$ cat config.mk
export PLATFORM = sky130hd
export DESIGN_NAME = mem_access_unit_flat
export DESIGN_NICKNAME = d
export VERILOG_FILES = /design/src/rtl/mem_access_unit_if.sv /design/src/rtl/mem_access_unit.sv /design/src/flat_wrapper.sv
export SDC_FILE = /design/constraint.sdc
export NUM_CORES = 1
export LEC_CHECK = 0
export ABC_CLOCK_PERIOD_IN_PS = 3900
export BUFFER_PORTS_ARGS = -buffer_cell sky130_fd_sc_hd__buf_2
export CAP_MARGIN = 20
export CORE_ASPECT_RATIO = 0.7
export CORE_MARGIN = 2
export CORE_UTILIZATION = 39
export CTS_BUF_LIST = sky130_fd_sc_hd__clkbuf_8
export CTS_CLUSTER_SIZE = 28
export DETAILED_ROUTE_END_ITERATION = 10
export MAX_ROUTING_LAYER = met4
export PLACE_DENSITY_LB_ADDON = 0.1
export SLEW_MARGIN = 40
export SYNTH_ARGS = -nofsm -noshare
export SYNTH_HDL_FRONTEND = slang
export SYNTH_SLANG_ARGS = --single-unit
$ cat constraint.sdc
create_clock -name CLK -period 3.9 [get_ports CLK]
set_input_delay 1.17 -clock CLK [delete_from_list [all_inputs] [get_ports CLK]]
set_output_delay 1.17 -clock CLK [all_outputs]
set_load 0.02 [all_outputs]
$ cat src/rtl/mem_access_unit_if.sv
// Issue-side and memory-side signal bundle for the load/store unit.
// "master" is the unit itself (it masters the memory bus); "slave" is the
// surrounding pipeline/memory that drives issue and completion signals.
interface mem_access_unit_if #(
    parameter int XLEN = 32
);
    logic              issue_valid;
    logic              issue_load;
    logic              issue_store;
    logic [2:0]        func3;
    logic [XLEN-1:0]   addr;
    logic [XLEN-1:0]   store_data;
    logic [4:0]        rd_addr;
    logic              stall;
    logic              mem_req;
    logic              mem_we;
    logic [XLEN-1:0]   mem_addr;
    logic [XLEN/8-1:0] mem_wmask;
    logic [XLEN-1:0]   mem_wdata;
    logic [XLEN-1:0]   mem_rdata;
    logic              mem_ack;
    logic              load_valid;
    logic [XLEN-1:0]   load_data;
    logic [4:0]        load_rd;
    logic              fault;
    logic [1:0]        fault_cause;

    modport master (
        input  issue_valid, issue_load, issue_store, func3, addr, store_data, rd_addr,
        input  mem_rdata, mem_ack,
        output stall, mem_req, mem_we, mem_addr, mem_wmask, mem_wdata,
        output load_valid, load_data, load_rd, fault, fault_cause
    );

    modport slave (
        output issue_valid, issue_load, issue_store, func3, addr, store_data, rd_addr,
        output mem_rdata, mem_ack,
        input  stall, mem_req, mem_we, mem_addr, mem_wmask, mem_wdata,
        input  load_valid, load_data, load_rd, fault, fault_cause
    );
endinterface

$ cat src/rtl/mem_access_unit.sv
// Memory-stage load/store unit: decodes an access, faults illegal or
// misaligned ones, otherwise issues a held req/ack transaction to a
// variable-latency memory and returns extended load data one cycle after ack.
module mem_access_unit #(
    parameter int XLEN        = 32,
    parameter int TIMEOUT_CYC = 16
) (
    input  logic                  CLK,
    input  logic                  rst,
    mem_access_unit_if.master     bus
);
    localparam int STRB   = XLEN / 8;
    localparam int LANE_W = $clog2(STRB);
    localparam int TMO_W  = (TIMEOUT_CYC > 1) ? $clog2(TIMEOUT_CYC) : 1;
    localparam bit IS64   = (XLEN == 64);

    typedef enum logic [0:0] {ST_IDLE = 1'b0, ST_WAIT = 1'b1} state_t;

    state_t             state_q, state_d;
    logic               mem_req_q, mem_req_d;
    logic               mem_we_q, mem_we_d;
    logic [XLEN-1:0]    mem_addr_q, mem_addr_d;
    logic [STRB-1:0]    mem_wmask_q, mem_wmask_d;
    logic [XLEN-1:0]    mem_wdata_q, mem_wdata_d;
    logic [2:0]         ld_f3_q, ld_f3_d;
    logic [LANE_W-1:0]  ld_lane_q, ld_lane_d;
    logic [4:0]         ld_rd_q, ld_rd_d;
    logic [TMO_W-1:0]   tmo_cnt_q, tmo_cnt_d;
    logic               load_valid_q, load_valid_d;
    logic [XLEN-1:0]    load_data_q, load_data_d;
    logic [4:0]         load_rd_q, load_rd_d;
    logic               fault_q, fault_d;
    logic [1:0]         fault_cause_q, fault_cause_d;

    logic               ld_ok_s, st_ok_s, illegal_s, misal_s;
    logic               is_mem_s, accept_s, reject_s, tmo_hit_s;
    logic [LANE_W-1:0]  lane_s;
    logic [7:0]         size_mask_s;

    // Shift the addressed lane down and sign/zero-extend by funct3.
    function automatic logic [XLEN-1:0] extract_load(input logic [XLEN-1:0] rdata,
                                                     input logic [LANE_W-1:0] lane,
                                                     input logic [2:0] f3);
        logic [XLEN-1:0] sh;
        sh = rdata >> {lane, 3'b000};
        case (f3)
            3'b000:  extract_load = XLEN'($signed(sh[7:0]));
            3'b001:  extract_load = XLEN'($signed(sh[15:0]));
            3'b010:  extract_load = XLEN'($signed(sh[31:0]));
            3'b100:  extract_load = XLEN'(sh[7:0]);
            3'b101:  extract_load = XLEN'(sh[15:0]);
            3'b110:  extract_load = XLEN'(sh[31:0]);
            default: extract_load = sh;
        endcase
    endfunction

    // Decode legality, alignment and the accept/reject decision in IDLE.
    always_comb begin
        lane_s = bus.addr[LANE_W-1:0];
        case (bus.func3)
            3'b000, 3'b001, 3'b010, 3'b100, 3'b101: ld_ok_s = 1'b1;
            3'b011, 3'b110:                         ld_ok_s = IS64;
            default:                                ld_ok_s = 1'b0;
        endcase
        case (bus.func3)
            3'b000, 3'b001, 3'b010: st_ok_s = 1'b1;
            3'b011:                 st_ok_s = IS64;
            default:                st_ok_s = 1'b0;
        endcase
        if (bus.issue_load && bus.issue_store) begin
            illegal_s = 1'b1;
        end else if (bus.issue_load) begin
            illegal_s = !ld_ok_s;
        end else if (bus.issue_store) begin
            illegal_s = !st_ok_s;
        end else begin
            illegal_s = 1'b0;
        end
        case (bus.func3[1:0])
            2'b01:   misal_s = bus.addr[0];
            2'b10:   misal_s = (bus.addr[1:0] != 2'b00);
            2'b11:   misal_s = (bus.addr[2:0] != 3'b000);
            default: misal_s = 1'b0;
        endcase
        case (bus.func3[1:0])
            2'b00:   size_mask_s = 8'h01;
            2'b01:   size_mask_s = 8'h03;
            2'b10:   size_mask_s = 8'h0F;
            default: size_mask_s = 8'hFF;
        endcase
        is_mem_s  = bus.issue_valid && (bus.issue_load || bus.issue_store);
        accept_s  = (state_q == ST_IDLE) && is_mem_s && !illegal_s && !misal_s;
        reject_s  = (state_q == ST_IDLE) && is_mem_s && (illegal_s || misal_s);
        tmo_hit_s = (TIMEOUT_CYC > 0) && (tmo_cnt_q == TMO_W'(TIMEOUT_CYC - 1));
    end

    // Stall the pipeline on accept and for every WAIT cycle; never during reset.
    always_comb begin
        bus.stall = 1'b0;
        if (rst) begin
            bus.stall = 1'b0;
        end else begin
            bus.stall = accept_s || (state_q == ST_WAIT);
        end
    end

    // Next-state and next-output logic for the IDLE/WAIT controller.
    always_comb begin
        state_d       = state_q;
        mem_req_d     = mem_req_q;
        mem_we_d      = mem_we_q;
        mem_addr_d    = mem_addr_q;
        mem_wmask_d   = mem_wmask_q;
        mem_wdata_d   = mem_wdata_q;
        ld_f3_d       = ld_f3_q;
        ld_lane_d     = ld_lane_q;
        ld_rd_d       = ld_rd_q;
        tmo_cnt_d     = tmo_cnt_q;
        load_valid_d  = 1'b0;
        load_data_d   = load_data_q;
        load_rd_d     = load_rd_q;
        fault_d       = 1'b0;
        fault_cause_d = 2'b00;
        case (state_q)
            ST_IDLE: begin
                if (accept_s) begin
                    state_d     = ST_WAIT;
                    mem_req_d   = 1'b1;
                    mem_we_d    = bus.issue_store;
                    mem_addr_d  = {bus.addr[XLEN-1:LANE_W], {LANE_W{1'b0}}};
                    mem_wdata_d = bus.store_data << {lane_s, 3'b000};
                    mem_wmask_d = bus.issue_store ? (STRB'(size_mask_s) << lane_s) : {STRB{1'b0}};
                    ld_f3_d     = bus.func3;
                    ld_lane_d   = lane_s;
                    ld_rd_d     = bus.rd_addr;
                    tmo_cnt_d   = {TMO_W{1'b0}};
                end else if (reject_s) begin
                    fault_d       = 1'b1;
                    fault_cause_d = illegal_s ? 2'b10 : 2'b01;
                end else begin
                    state_d = ST_IDLE;
                end
            end
            ST_WAIT: begin
                // An ack landing on the timeout cycle still completes the access.
                if (bus.mem_ack) begin
                    state_d   = ST_IDLE;
                    mem_req_d = 1'b0;
                    if (!mem_we_q) begin
                        load_valid_d = 1'b1;
                        load_data_d  = extract_load(bus.mem_rdata, ld_lane_q, ld_f3_q);
                        load_rd_d    = ld_rd_q;
                    end else begin
                        load_valid_d = 1'b0;
                    end
                end else if (tmo_hit_s) begin
                    state_d       = ST_IDLE;
                    mem_req_d     = 1'b0;
                    fault_d       = 1'b1;
                    fault_cause_d = 2'b11;
                end else begin
                    tmo_cnt_d = tmo_cnt_q + TMO_W'(1);
                end
            end
            default: begin
                state_d   = ST_IDLE;
                mem_req_d = 1'b0;
            end
        endcase
    end

    // State and registered-output update with synchronous reset.
    always_ff @(posedge CLK) begin
        if (rst) begin
            state_q       <= ST_IDLE;
            mem_req_q     <= 1'b0;
            mem_we_q      <= 1'b0;
            mem_addr_q    <= '0;
            mem_wmask_q   <= '0;
            mem_wdata_q   <= '0;
            ld_f3_q       <= 3'b000;
            ld_lane_q     <= '0;
            ld_rd_q       <= 5'd0;
            tmo_cnt_q     <= '0;
            load_valid_q  <= 1'b0;
            load_data_q   <= '0;
            load_rd_q     <= 5'd0;
            fault_q       <= 1'b0;
            fault_cause_q <= 2'b00;
        end else begin
            state_q       <= state_d;
            mem_req_q     <= mem_req_d;
            mem_we_q      <= mem_we_d;
            mem_addr_q    <= mem_addr_d;
            mem_wmask_q   <= mem_wmask_d;
            mem_wdata_q   <= mem_wdata_d;
            ld_f3_q       <= ld_f3_d;
            ld_lane_q     <= ld_lane_d;
            ld_rd_q       <= ld_rd_d;
            tmo_cnt_q     <= tmo_cnt_d;
            load_valid_q  <= load_valid_d;
            load_data_q   <= load_data_d;
            load_rd_q     <= load_rd_d;
            fault_q       <= fault_d;
            fault_cause_q <= fault_cause_d;
        end
    end

    assign bus.mem_req     = mem_req_q;
    assign bus.mem_we      = mem_we_q;
    assign bus.mem_addr    = mem_addr_q;
    assign bus.mem_wmask   = mem_wmask_q;
    assign bus.mem_wdata   = mem_wdata_q;
    assign bus.load_valid  = load_valid_q;
    assign bus.load_data   = load_data_q;
    assign bus.load_rd     = load_rd_q;
    assign bus.fault       = fault_q;
    assign bus.fault_cause = fault_cause_q;
endmodule

$ cat src/flat_wrapper.sv
// flat-port wrapper written by rule: the top's interface ports become plain ports
module mem_access_unit_flat 
#(
    parameter int XLEN        = 32,
    parameter int TIMEOUT_CYC = 16
)
  (CLK, rst, bus_issue_valid, bus_issue_load, bus_issue_store, bus_func3, bus_addr, bus_store_data, bus_rd_addr, bus_mem_rdata, bus_mem_ack, bus_stall, bus_mem_req, bus_mem_we, bus_mem_addr, bus_mem_wmask, bus_mem_wdata, bus_load_valid, bus_load_data, bus_load_rd, bus_fault, bus_fault_cause);
  mem_access_unit_if #(.XLEN(XLEN)) bus_i ();
  input  logic CLK;
  input  logic rst;
  input wire logic [$bits(bus_i.issue_valid)-1:0] bus_issue_valid;
  input wire logic [$bits(bus_i.issue_load)-1:0] bus_issue_load;
  input wire logic [$bits(bus_i.issue_store)-1:0] bus_issue_store;
  input wire logic [$bits(bus_i.func3)-1:0] bus_func3;
  input wire logic [$bits(bus_i.addr)-1:0] bus_addr;
  input wire logic [$bits(bus_i.store_data)-1:0] bus_store_data;
  input wire logic [$bits(bus_i.rd_addr)-1:0] bus_rd_addr;
  input wire logic [$bits(bus_i.mem_rdata)-1:0] bus_mem_rdata;
  input wire logic [$bits(bus_i.mem_ack)-1:0] bus_mem_ack;
  output wire logic [$bits(bus_i.stall)-1:0] bus_stall;
  output wire logic [$bits(bus_i.mem_req)-1:0] bus_mem_req;
  output wire logic [$bits(bus_i.mem_we)-1:0] bus_mem_we;
  output wire logic [$bits(bus_i.mem_addr)-1:0] bus_mem_addr;
  output wire logic [$bits(bus_i.mem_wmask)-1:0] bus_mem_wmask;
  output wire logic [$bits(bus_i.mem_wdata)-1:0] bus_mem_wdata;
  output wire logic [$bits(bus_i.load_valid)-1:0] bus_load_valid;
  output wire logic [$bits(bus_i.load_data)-1:0] bus_load_data;
  output wire logic [$bits(bus_i.load_rd)-1:0] bus_load_rd;
  output wire logic [$bits(bus_i.fault)-1:0] bus_fault;
  output wire logic [$bits(bus_i.fault_cause)-1:0] bus_fault_cause;
  assign bus_i.issue_valid = bus_issue_valid;
  assign bus_i.issue_load = bus_issue_load;
  assign bus_i.issue_store = bus_issue_store;
  assign bus_i.func3 = bus_func3;
  assign bus_i.addr = bus_addr;
  assign bus_i.store_data = bus_store_data;
  assign bus_i.rd_addr = bus_rd_addr;
  assign bus_i.mem_rdata = bus_mem_rdata;
  assign bus_i.mem_ack = bus_mem_ack;
  assign bus_stall = bus_i.stall;
  assign bus_mem_req = bus_i.mem_req;
  assign bus_mem_we = bus_i.mem_we;
  assign bus_mem_addr = bus_i.mem_addr;
  assign bus_mem_wmask = bus_i.mem_wmask;
  assign bus_mem_wdata = bus_i.mem_wdata;
  assign bus_load_valid = bus_i.load_valid;
  assign bus_load_data = bus_i.load_data;
  assign bus_load_rd = bus_i.load_rd;
  assign bus_fault = bus_i.fault;
  assign bus_fault_cause = bus_i.fault_cause;
  mem_access_unit #(.XLEN(XLEN), .TIMEOUT_CYC(TIMEOUT_CYC)) u_core (.CLK(CLK), .rst(rst), .bus(bus_i));
endmodule
==> impl_results.md <==
* Congestion Overflow GR at 0
* R2R depth at 5
* DRT iter0 DRCs at 511
* Asr flop ratio synth at 0%
* Max Slew Vio Count at 0
* Register area share after synthesis at 41.51%
* RSZ-0062 raised after global routing: false
* Slew margin rel. at 44.22%
* Die Span Y at 107.6 µm
* Distinct cells, synth at 47
* CP max-delay cell: or3b_2
* Drt wl/cell at 18.73 µm
* CTS H-tree depth at 4
* WS Path Type: in2out
* Final setup TNS at 0 ns
* Power per cell area at 399.6 nW/µm²
* Final cycle utilization of the critical path at 96.93%
* Final nets at 981
* Vias/cell at 5.675
* Core ar. at 14860 µm²
* Min Tclk post-route at 3.780 ns
* Clk buf depth at 2
* Worst-path maximum fanout at 8
* Endpoint class of the critical path: output port
* GP Congestion at 0.9794
* MaxCap Viol Count at 0
* RR Endpoint: u_core.bus.load_data[16]
* Share of post-route cells with drive strength above 1 at 33.75%
* IO Pins at 222
* Area grow syn2layout at 26.62%
* Worst-Skew Late Latency at 0.43 ns
* Hold-fix buffer count after cts at 0
* First-pass GRT wire length at 31830 µm
* Seq cells post-synth at 124
* Final core occ at 50.95%
* Largest area contributor in the netlist: dfxtp_1
* Post-CTS Setup Inserts at 0
* Crit path to: bus_stall
* Post-route design area at 7571 µm²
* Area contributors post-synth: dfxtp_1 (42%), a21oi_1 (7.9%), o31ai_1 (7.8%), mux2i_1 (6.9%), nand4_1 (5.5%)
* GR Util All Layers at 24.91%
* Synthesized netlist cell count at 698
* Startpoint types: primary input
* Critical Path Stages at 6
* Leakage at 3.122 nW
* Register Area at 2484 µm²
* Setup violators final at 0
* Reg2reg start: u_core.ld_lane_q[0]
* Multi-input logic area at 3149 µm²
* Die area at 16350 µm²
* Synth warnings at 0
* VDD IR-drop max at 0.2151 mV
* Syn_area_per_cell at 8.567 µm²
* Least-Margin Pin Slew at 0.8367 ns
* Final Hold Fails at 0
* Class of the worst hold path: reg2reg
* Total vias in the final route at 6118
* Final Skew at 0.01401 ns
* Vias in the first global route at 5918
* CTS clk-pin slew, worst paths at 0.08 ns
* Layout filler cell count at 1463
* Starting density of the core at 40.24%
* CP most frequent cell: buf_2
* Number of detailed-route iterations in the first pass at 5
* Synth top area share at 41.51%
* TritonCTS clock tree: built
* Critical path arrival at 2.61 ns
* Fmax at 264.5 MHz
* CTS resizes at 0
* CP max stage delay at 0.46 ns
* Die X at 152.0 µm
* Largest net degree at the start of global routing at 86
* DP HPWL at 13860 µm
* Post-DP Area at 7146 µm²
* Worst path cell trace: buf_2, nor2_2, or3b_2, nor3_1, o21a_1, buf_2
* CP required at 2.73 ns
* Worst Setup SP: bus_issue_store
* Synth Flop Type: dfxtp_1
* Buffers and inverters on the worst path at 2
* Reg2reg setup slack at 1.45 ns
* Status: finished, final reports clean
* Number of enable flip-flop cells after synthesis at 0
* Cell Rows at 37
* CTS Sinks at 124
* DRC at 0
* CTS root buffer: clkbuf_8
* Final wirelength at 20190 µm
* Antenna cells at 0
* Routed Antenna Nets at 0
* I/O Buffers at 219
* Mapped cell area at 5979 µm²
* Initial antenna violation count at 0
* CP top delay family: simple AND/OR/NAND/NOR gates
* Number of CTS-inserted buffers at 17
* Hold Slack at 0.4520 ns
[synthesized netlist by cell type, types with 2 or more instances]
library cell	count
o21ai_0	5
mux2_2	15
buf_4	3
a21oi_1	94
buf_1	17
nor2_1	42
dfxtp_1	124
buf_2	17
mux2i_1	41
o21a_1	2
o211ai_1	7
nor3_1	13
a211oi_1	26
nand4_1	53
nor2b_1	5
nor3b_1	2
o2bb2ai_1	16
nand2_1	59
nand3_1	5
a31oi_1	8
or4_1	9
clkbuf_1	45
buf_6	2
a21o_1	2
o31ai_1	62
inv_1	3
[metal layers]
layer | GRT usage, % | routed length, µm
met1 | 34.71 | 9552
met2 | 36.42 | 8936
met3 | 6.522 | 1547
met4 | 5.407 | 152
met5 | - | 0
[layout make-up]
cell class	instances	area share (%)
Sequential cell	124	32.80
Tap cell	195	3.223
Clock inverter	15	2.462
Multi-Input combinational cell	487	41.60
Inverter	3	0.1487
Timing Repair Buffer	237	16.67
Clock buffer	17	3.090
[cell families after synthesis]
logic type | share of synthesized area (%)
DFF | 41.51
AOI/OAI and AO/OA | 25.21
and+or+nand+nor | 16.30
xor gates and xnor gates | 0.2930
muxes | 10.06
buffers and inverters | 6.340
other | 0.06271
adders and majority gates | 0.2092
[worst min-delay path by stage]
stage                                 start                 endpoint  slack (ns)  depth (start not counted)
CTS                       u_core.ld_rd_q[4]    u_core.bus.load_rd[4]        0.45                          2
floorplan                 u_core.ld_rd_q[0]    u_core.bus.load_rd[0]        0.43                          2
finish              u_core.bus.load_data[7]  u_core.bus.load_data[7]        0.45                          2
global placement          u_core.ld_rd_q[4]    u_core.bus.load_rd[4]        0.44                          2
detailed placement  u_core.bus.load_data[7]  u_core.bus.load_data[7]        0.44                          2
global route        u_core.bus.load_data[2]  u_core.bus.load_data[2]        0.47                          2
[power breakdown]
| group | leakage [nW] | total (mW) | switching [mW] | internal, mW |
|---|---|---|---|---|
| clock | 0.205 | 1.21 | 0.563 | 0.642 |
| sequential | 1.00 | 1.33 | 0.0229 | 1.30 |
| combinational | 1.91 | 0.494 | 0.330 | 0.164 |
[state kept, by name (all words and copies together) (netlist names)]
name / cells
u_core.bus.load_data: 32
u_core.bus.mem_wdata: 32
u_core.bus.mem_addr: 30
u_core.bus.load_rd: 5
u_core.ld_rd_q: 5
u_core.bus.mem_wmask: 4
u_core.tmo_cnt_q: 4
u_core.ld_f3_q: 3
u_core.bus.fault_cause: 2
u_core.ld_lane_q: 2
u_core.bus.fault: 1
u_core.bus.load_valid: 1
u_core.bus.mem_req: 1
u_core.bus.mem_we: 1
u_core.state_q: 1
[worst min-delay path: stages (launching register included)]
cell and delay [ns]:
dfxtp_1 0.31, nand2_1 0.05, a21oi_1 0.05
[cells in the final DEF (no fill, tap or decap), types with 13 or more instances in the layout]
master / instances
buf_2: 218
dfxtp_1: 123
a21oi_1: 94
o31ai_1: 62
nand2_1: 59
nand4_1: 53
nor2_1: 41
mux2i_1: 41
a211oi_1: 26
clkbuf_8: 17
o2bb2ai_1: 16
buf_4: 16
mux2_2: 15
nor3_1: 13
[metrics by stage]
stage	setup slack (ns)	std cells	total power, mW
detailed placement	0.1461	1046	1.841
global route	0.04172	1078	3.160
global placement	0.1615	1046	1.835
finish	0.1196	1078	3.025
floorplan	0.1551	699	1.658
CTS	0.1394	1078	3.044
No activity file was read; power rests on OpenSTA's default activity.
